File: src/rtl/seg7_mux_decoder.sv
// Receive-side decoder for the two-digit multiplexed 7-segment bus: synchronizes and
// debounces {dig, seg}, decodes ones/tens back to BCD and reports the value 0..99.
module seg7_mux_decoder #(
  parameter int STABLE_CYCLES = 4,
  parameter int TIMEOUT       = 81_000
) (
  input  logic       i_clk,
  input  logic       w_rst,
  input  logic [7:0] i_seg,
  input  logic [3:0] i_dig,
  output logic [3:0] o_ones,
  output logic [3:0] o_tens,
  output logic [6:0] o_value,
  output logic       o_valid,
  output logic       o_blank,
  output logic       o_err,
  output logic       o_stale
);

  localparam int CNT_W   = $clog2(STABLE_CYCLES + 1);
  localparam int STALE_W = $clog2(TIMEOUT + 1);

  localparam logic [CNT_W-1:0]   CNT_ACC   = CNT_W'(STABLE_CYCLES - 1);
  localparam logic [CNT_W-1:0]   CNT_MAX   = CNT_W'(STABLE_CYCLES);
  localparam logic [STALE_W-1:0] STALE_MAX = STALE_W'(TIMEOUT);

  localparam logic [3:0] DIG_ONES = 4'b1110;
  localparam logic [3:0] DIG_TENS = 4'b1101;
  localparam logic [3:0] DIG_RST  = 4'b1100;
  localparam logic [3:0] DIG_IDLE = 4'b1111;

  // Returns {legal, digit}; segment order is a..g, MSB first.
  function automatic logic [4:0] seg_decode(input logic [6:0] seg);
    logic [4:0] dec;
    dec = 5'b0_0000;
    case (seg)
      7'b1111110: dec = {1'b1, 4'd0};
      7'b0110000: dec = {1'b1, 4'd1};
      7'b1101101: dec = {1'b1, 4'd2};
      7'b1111001: dec = {1'b1, 4'd3};
      7'b0110011: dec = {1'b1, 4'd4};
      7'b1011011: dec = {1'b1, 4'd5};
      7'b1011111: dec = {1'b1, 4'd6};
      7'b1110000: dec = {1'b1, 4'd7};
      7'b1111111: dec = {1'b1, 4'd8};
      7'b1111011: dec = {1'b1, 4'd9};
      default:    dec = 5'b0_0000;
    endcase
    return dec;
  endfunction

  function automatic logic [CNT_W-1:0] stab_sat_inc(input logic [CNT_W-1:0] cnt);
    return (cnt == CNT_MAX) ? cnt : cnt + CNT_W'(1);
  endfunction

  function automatic logic [STALE_W-1:0] stale_sat_inc(input logic [STALE_W-1:0] cnt);
    return (cnt == STALE_MAX) ? cnt : cnt + STALE_W'(1);
  endfunction

  logic [11:0]        r_sync_p0;
  logic [11:0]        r_sync_p1;
  logic [11:0]        r_prev_p2;
  logic               r_sv_p0;
  logic               r_sv_p1;
  logic               r_sv_p2;
  logic [CNT_W-1:0]   r_stab_cnt;
  logic               r_have_ones;
  logic               r_have_tens;
  logic               r_both_seen;
  logic               r_dacc_p3;
  logic [STALE_W-1:0] r_stale_cnt;

  logic       w_same;
  logic       w_accept;
  logic [3:0] w_dig;
  logic [4:0] w_dec;
  logic       w_legal;
  logic [3:0] w_digit;
  logic       w_is_ones;
  logic       w_is_tens;
  logic       w_is_rst;
  logic       w_is_idle;
  logic       w_acc_ones;
  logic       w_acc_tens;
  logic       w_acc_bad;
  logic       w_acc_blank;
  logic       w_acc_slot;
  logic [6:0] w_sum;

  // Stage p0/p1: two-flop synchronizer; p2 holds the previous synchronized word.
  // The r_sv_* chain keeps reset-cleared flops from counting as a real stable run.
  always_ff @(posedge i_clk or posedge w_rst) begin
    if (w_rst) begin
      r_sync_p0 <= '0;
      r_sync_p1 <= '0;
      r_prev_p2 <= '0;
      r_sv_p0   <= 1'b0;
      r_sv_p1   <= 1'b0;
      r_sv_p2   <= 1'b0;
    end else begin
      r_sync_p0 <= {i_dig, i_seg};
      r_sync_p1 <= r_sync_p0;
      r_prev_p2 <= r_sync_p1;
      r_sv_p0   <= 1'b1;
      r_sv_p1   <= r_sv_p0;
      r_sv_p2   <= r_sv_p1;
    end
  end

  assign w_same   = r_sv_p2 && (r_sync_p1 == r_prev_p2);
  assign w_accept = w_same && (r_stab_cnt == CNT_ACC);

  always_ff @(posedge i_clk or posedge w_rst) begin
    if (w_rst) begin
      r_stab_cnt <= '0;
    end else if (!w_same) begin
      r_stab_cnt <= '0;
    end else begin
      r_stab_cnt <= stab_sat_inc(r_stab_cnt);
    end
  end

  assign w_dig     = r_sync_p1[11:8];
  assign w_dec     = seg_decode(r_sync_p1[7:1]);
  assign w_legal   = w_dec[4];
  assign w_digit   = w_dec[3:0];
  assign w_is_ones = (w_dig == DIG_ONES);
  assign w_is_tens = (w_dig == DIG_TENS);
  assign w_is_rst  = (w_dig == DIG_RST);
  assign w_is_idle = (w_dig == DIG_IDLE);

  assign w_acc_ones  = w_accept && w_is_ones && w_legal;
  assign w_acc_tens  = w_accept && w_is_tens && w_legal;
  assign w_acc_blank = w_accept && w_is_rst;
  assign w_acc_slot  = w_accept && (w_is_ones || w_is_tens);
  assign w_acc_bad   = w_accept &&
                       (((w_is_ones || w_is_tens) && !w_legal) ||
                        !(w_is_ones || w_is_tens || w_is_rst || w_is_idle));

  // Stage p3: accept actions on digit registers and status flags.
  always_ff @(posedge i_clk or posedge w_rst) begin
    if (w_rst) begin
      o_ones      <= '0;
      o_tens      <= '0;
      r_have_ones <= 1'b0;
      r_have_tens <= 1'b0;
      o_blank     <= 1'b0;
      o_err       <= 1'b0;
      r_dacc_p3   <= 1'b0;
    end else begin
      r_dacc_p3 <= w_acc_ones || w_acc_tens;
      if (w_acc_ones) begin
        o_ones      <= w_digit;
        r_have_ones <= 1'b1;
        o_blank     <= 1'b0;
      end
      if (w_acc_tens) begin
        o_tens      <= w_digit;
        r_have_tens <= 1'b1;
        o_blank     <= 1'b0;
      end
      if (w_acc_bad) begin
        o_err <= 1'b1;
      end
      if (w_acc_blank) begin
        o_ones      <= '0;
        o_tens      <= '0;
        r_have_ones <= 1'b0;
        r_have_tens <= 1'b0;
        o_blank     <= 1'b1;
      end
    end
  end

  // Stage p4: tens*10 + ones as (t<<3) + (t<<1) + ones; digits are <= 9 so 7 bits suffice.
  assign w_sum = {o_tens, 3'b000} + {2'b00, o_tens, 1'b0} + {3'b000, o_ones};

  always_ff @(posedge i_clk or posedge w_rst) begin
    if (w_rst) begin
      o_value     <= '0;
      o_valid     <= 1'b0;
      r_both_seen <= 1'b0;
    end else begin
      o_valid <= 1'b0;
      if (w_acc_blank) begin
        o_value     <= '0;
        r_both_seen <= 1'b0;
      end else if (r_dacc_p3 && r_have_ones && r_have_tens &&
                   ((w_sum != o_value) || !r_both_seen)) begin
        o_value     <= w_sum;
        o_valid     <= 1'b1;
        r_both_seen <= 1'b1;
      end
    end
  end

  // Idle (1111) accepts deliberately do not count as scan activity.
  always_ff @(posedge i_clk or posedge w_rst) begin
    if (w_rst) begin
      r_stale_cnt <= '0;
    end else if (w_acc_slot || w_acc_blank) begin
      r_stale_cnt <= '0;
    end else begin
      r_stale_cnt <= stale_sat_inc(r_stale_cnt);
    end
  end

  assign o_stale = (r_stale_cnt == STALE_MAX);

endmodule

File: config.mk
export PLATFORM = sky130hd
export DESIGN_NAME = seg7_mux_decoder
export DESIGN_NICKNAME = d
export VERILOG_FILES = /design/src/rtl/seg7_mux_decoder.sv
export SDC_FILE = /design/constraint.sdc
export NUM_CORES = 1
export LEC_CHECK = 0
export ABC_AREA = 1
export CORE_ASPECT_RATIO = 1.25
export CORE_MARGIN = 1.5
export CORE_UTILIZATION = 50
export CTS_CLUSTER_SIZE = 24
export DETAILED_ROUTE_END_ITERATION = 8
export PLACE_DENSITY = 0.7
export SLEW_MARGIN = 25
export SYNTH_ARGS = -nofsm -noshare
export SYNTH_HDL_FRONTEND = slang
export SYNTH_SLANG_ARGS = --single-unit
File: constraint.sdc
create_clock -name i_clk -period 7.1 [get_ports i_clk]
set_clock_uncertainty 0.15 [all_clocks]
set_input_delay 2.13 -clock i_clk [delete_from_list [all_inputs] [get_ports i_clk]]
set_output_delay 2.13 -clock i_clk [all_outputs]
set_load 0.005 [all_outputs]
==> flow_summary.toml <==
[drt]
first_iter_violations = 140
ant_nets = 0
wl_mm = 7.48
drt_pre_antenna_iters = 6
drc = 0
route.met3.wl_um = 287
highest_layer = "met4"
vias_per_cell = 5.01
wl_met2_mm = 3.67
wirelength_met1_mm = 3.39
vias = 3150
routedWlPerCell_um = 11.9

[floorplanning]
die_y_um = 103
io-pin-count = 33
die_w_um = 83.2
die_area_sq_um = 8600
initial_utilization_pct = 51.6
fp-row-count = 36
coreArea_sq_um = 7790

[placed_design]
dp.final_hpwl_mm = 5.64
place.gp.congestion = 0.909
io_buffers = 32

[power_and_ir_drop]
intPower_mw = 0.636
pwr-share-comb_pct = 5.5
p_clk_share_pct = 37.5
p_sw_share_pct = 24.6
power.leakage_nw = 2.39
vdd_drop_max_mv = 0.128
power.density_nw_per_um2 = 182
finalPower_mw = 0.844
power.switching_mw = 0.207
pwr-share-seq_pct = 57.0

[final_layout]
nets = 557
final_util_pct = 59.5
syn_to_final_growth_pct = 15.3
layout-drive-gt1-share_pct = 6.74
antenna_cells = 0

[setup_path]
slowest_delay_ps = 500
path_buf_inv = 3
startpoint_type = "flop"
crit_slowest_cell = "clkdlybuf4s50_1"
setup.worst_path.end_class = "output pin"
crit_fanout = 4
required_ps = 4820
worstPathArrival_ps = 1850
crit_family = "buffers and inverters"
crit_chain = "inv_1, ha_1, nand3_1, nor2_1, nand2_1, inv_1, clkdlybuf4s50_1"
cpMostUsedCell = "inv_1"
path_class = "reg2out"

[synth]
ys_warn_count = 0
synth_area_leader_cell = "dfrtp_1"
synth_area_leaders = "dfrtp_1, nand2_1, nor2_1"
syn_inst = 488
syn-cell-area_sq_um = 4020
synth_cell_type_count = 33
seq_area_frac_synth_pct = 50.4
postSynthAreaPerCell_sq_um = 8.24
synth.top_cell.area_share_pct = 50.4
synth_fp_nets = 516
synth_seq_cells = 81

[clocking]
htree_levels = 3
cts_tree = "done"
clkTransAtPathRegs_ps = 90
post_cts_buffers = 0
clk_latency_ps = 370
root_buffer = "clkbuf_8"
max-clock-path-buffers = 2
post_cts_resized = 0
numCtsBuffers = 9
hold_buffers = 0
clock_sinks = 81

[global_route]
grt_max_degree = 82
grt_pass1_wl_mm = 13.2
grtUsageTotal_pct = 19.6
antenna_found_initial = 0
grt_overflow_total = 0
grt_pass1_vias = 2959

[worst_hold_path]
worstHoldPathType = "reg2reg"

[sta]
slew_violations = 0
worstMarginPinSlew_ps = 702
maxSlewHeadroom_pct = 53.2
post-route-period-util_pct = 58.2
setup_viol = 0
hold_slack_ps = 186
fmax_mhz = 242
final.setup.tns_ps = 0
finalHoldViolCount = 0
fin_crit_ps = 4130
rsz0062_at_grt = "no"

[outcome]
status = "finished clean"

[flow_run]
cap_violations = 0
==> routing by layer <==
metal	vias to the layer above	GRT usage (%)
met4	0	9.74
li1	1607	-
met2	59	32.5
met3	10	3.41
met1	1474	25.2
met5	-	0
==> cells by family after synthesis <==
group           synth area share, %
flops                          50.4
fa+ha+maj                      4.73
simple gates                   31.5
xor+xnor                       3.27
buf+inv                        6.94
compound gates                 3.05
other cells                  0.0932
==> flip-flops by register name, summed over array words and instances, names as in the netlist, 3 cells and up <==
signal / count
r_stale_cnt: 17
r_prev_p2: 12
r_sync_p0: 12
r_sync_p1: 12
o_value: 7
o_ones: 4
o_tens: 4
r_stab_cnt: 3
==> placed cells by master, fill, tap and decap left out, drive strengths merged, types with 4 or more instances in the layout <==
cell           instances
inv                   66
o21ai                  4
nor3                   8
clkdlybuf4s50         32
a21oi                 14
nand3                 42
ha                    12
clkbuf                11
xor2                  12
nor2                  74
nand4                 15
nand2                140
dfrtp                 81
==> power groups by stage <==
stage | clock network, mW | logic, mW | registers (mW)
floorplan | 0 | 0.0320 | 0.488
global placement | 0 | 0.0469 | 0.489
detailed placement | 0 | 0.0473 | 0.490
CTS | 0.329 | 0.0475 | 0.481
global route | 0.348 | 0.0548 | 0.483
finish | 0.316 | 0.0467 | 0.481
==> path summary, 6_finish.rpt <==
check / start / to / slack (ps) / cells past startpoint
min: r_sync_p0[6] / r_sync_p1[6] / 190 / 0
max in group asynchronous: w_rst / r_prev_p2[7] / 4210 / 3
min reg2reg: r_sync_p0[6] / r_sync_p1[6] / 190 / 0
max reg2reg: o_tens[0] / o_value[1] / 4040 / 14
min in group asynchronous: w_rst / r_sync_p0[9] / 2120 / 3
max: r_stale_cnt[0] / o_stale / 2970 / 7
==> through the flow <==
stage / area (sq um) / setup slack (ps) / cells
2_1_floorplan: 4020 / 2740 / 488
3_3_place_gp: 4440 / 3360 / 613
3_5_place_dp: 4440 / 3350 / 613
4_1_cts: 4630 / 2940 / 629
5_1_grt: 4640 / 2820 / 629
6_report: 4640 / 2970 / 629
==> synth_stat cells (all sizes together) <==
master and count:
nand2 140, dfrtp 81, nor2 74, inv 67
nand3 42, nand4 15, a21oi 14, ha 12
xor2 12, nor3 8, o21ai 4, buf 3
or2 3, xnor2 3, and2 2, fa 2
a21boi 1, a31oi 1, and3 1, conb 1
nand3b 1, o211ai 1
==> final cells by class <==
class,count,area [sq um]
Sequential cell,81,2030
Inverter,67,253
Clock inverter,5,40.0
Clock buffer,11,151
Multi-Input combinational cell,337,1720
Fill cell,698,3150
Tap cell,95,119
Timing Repair Buffer,33,332
(Power assumes the default switching activity.)
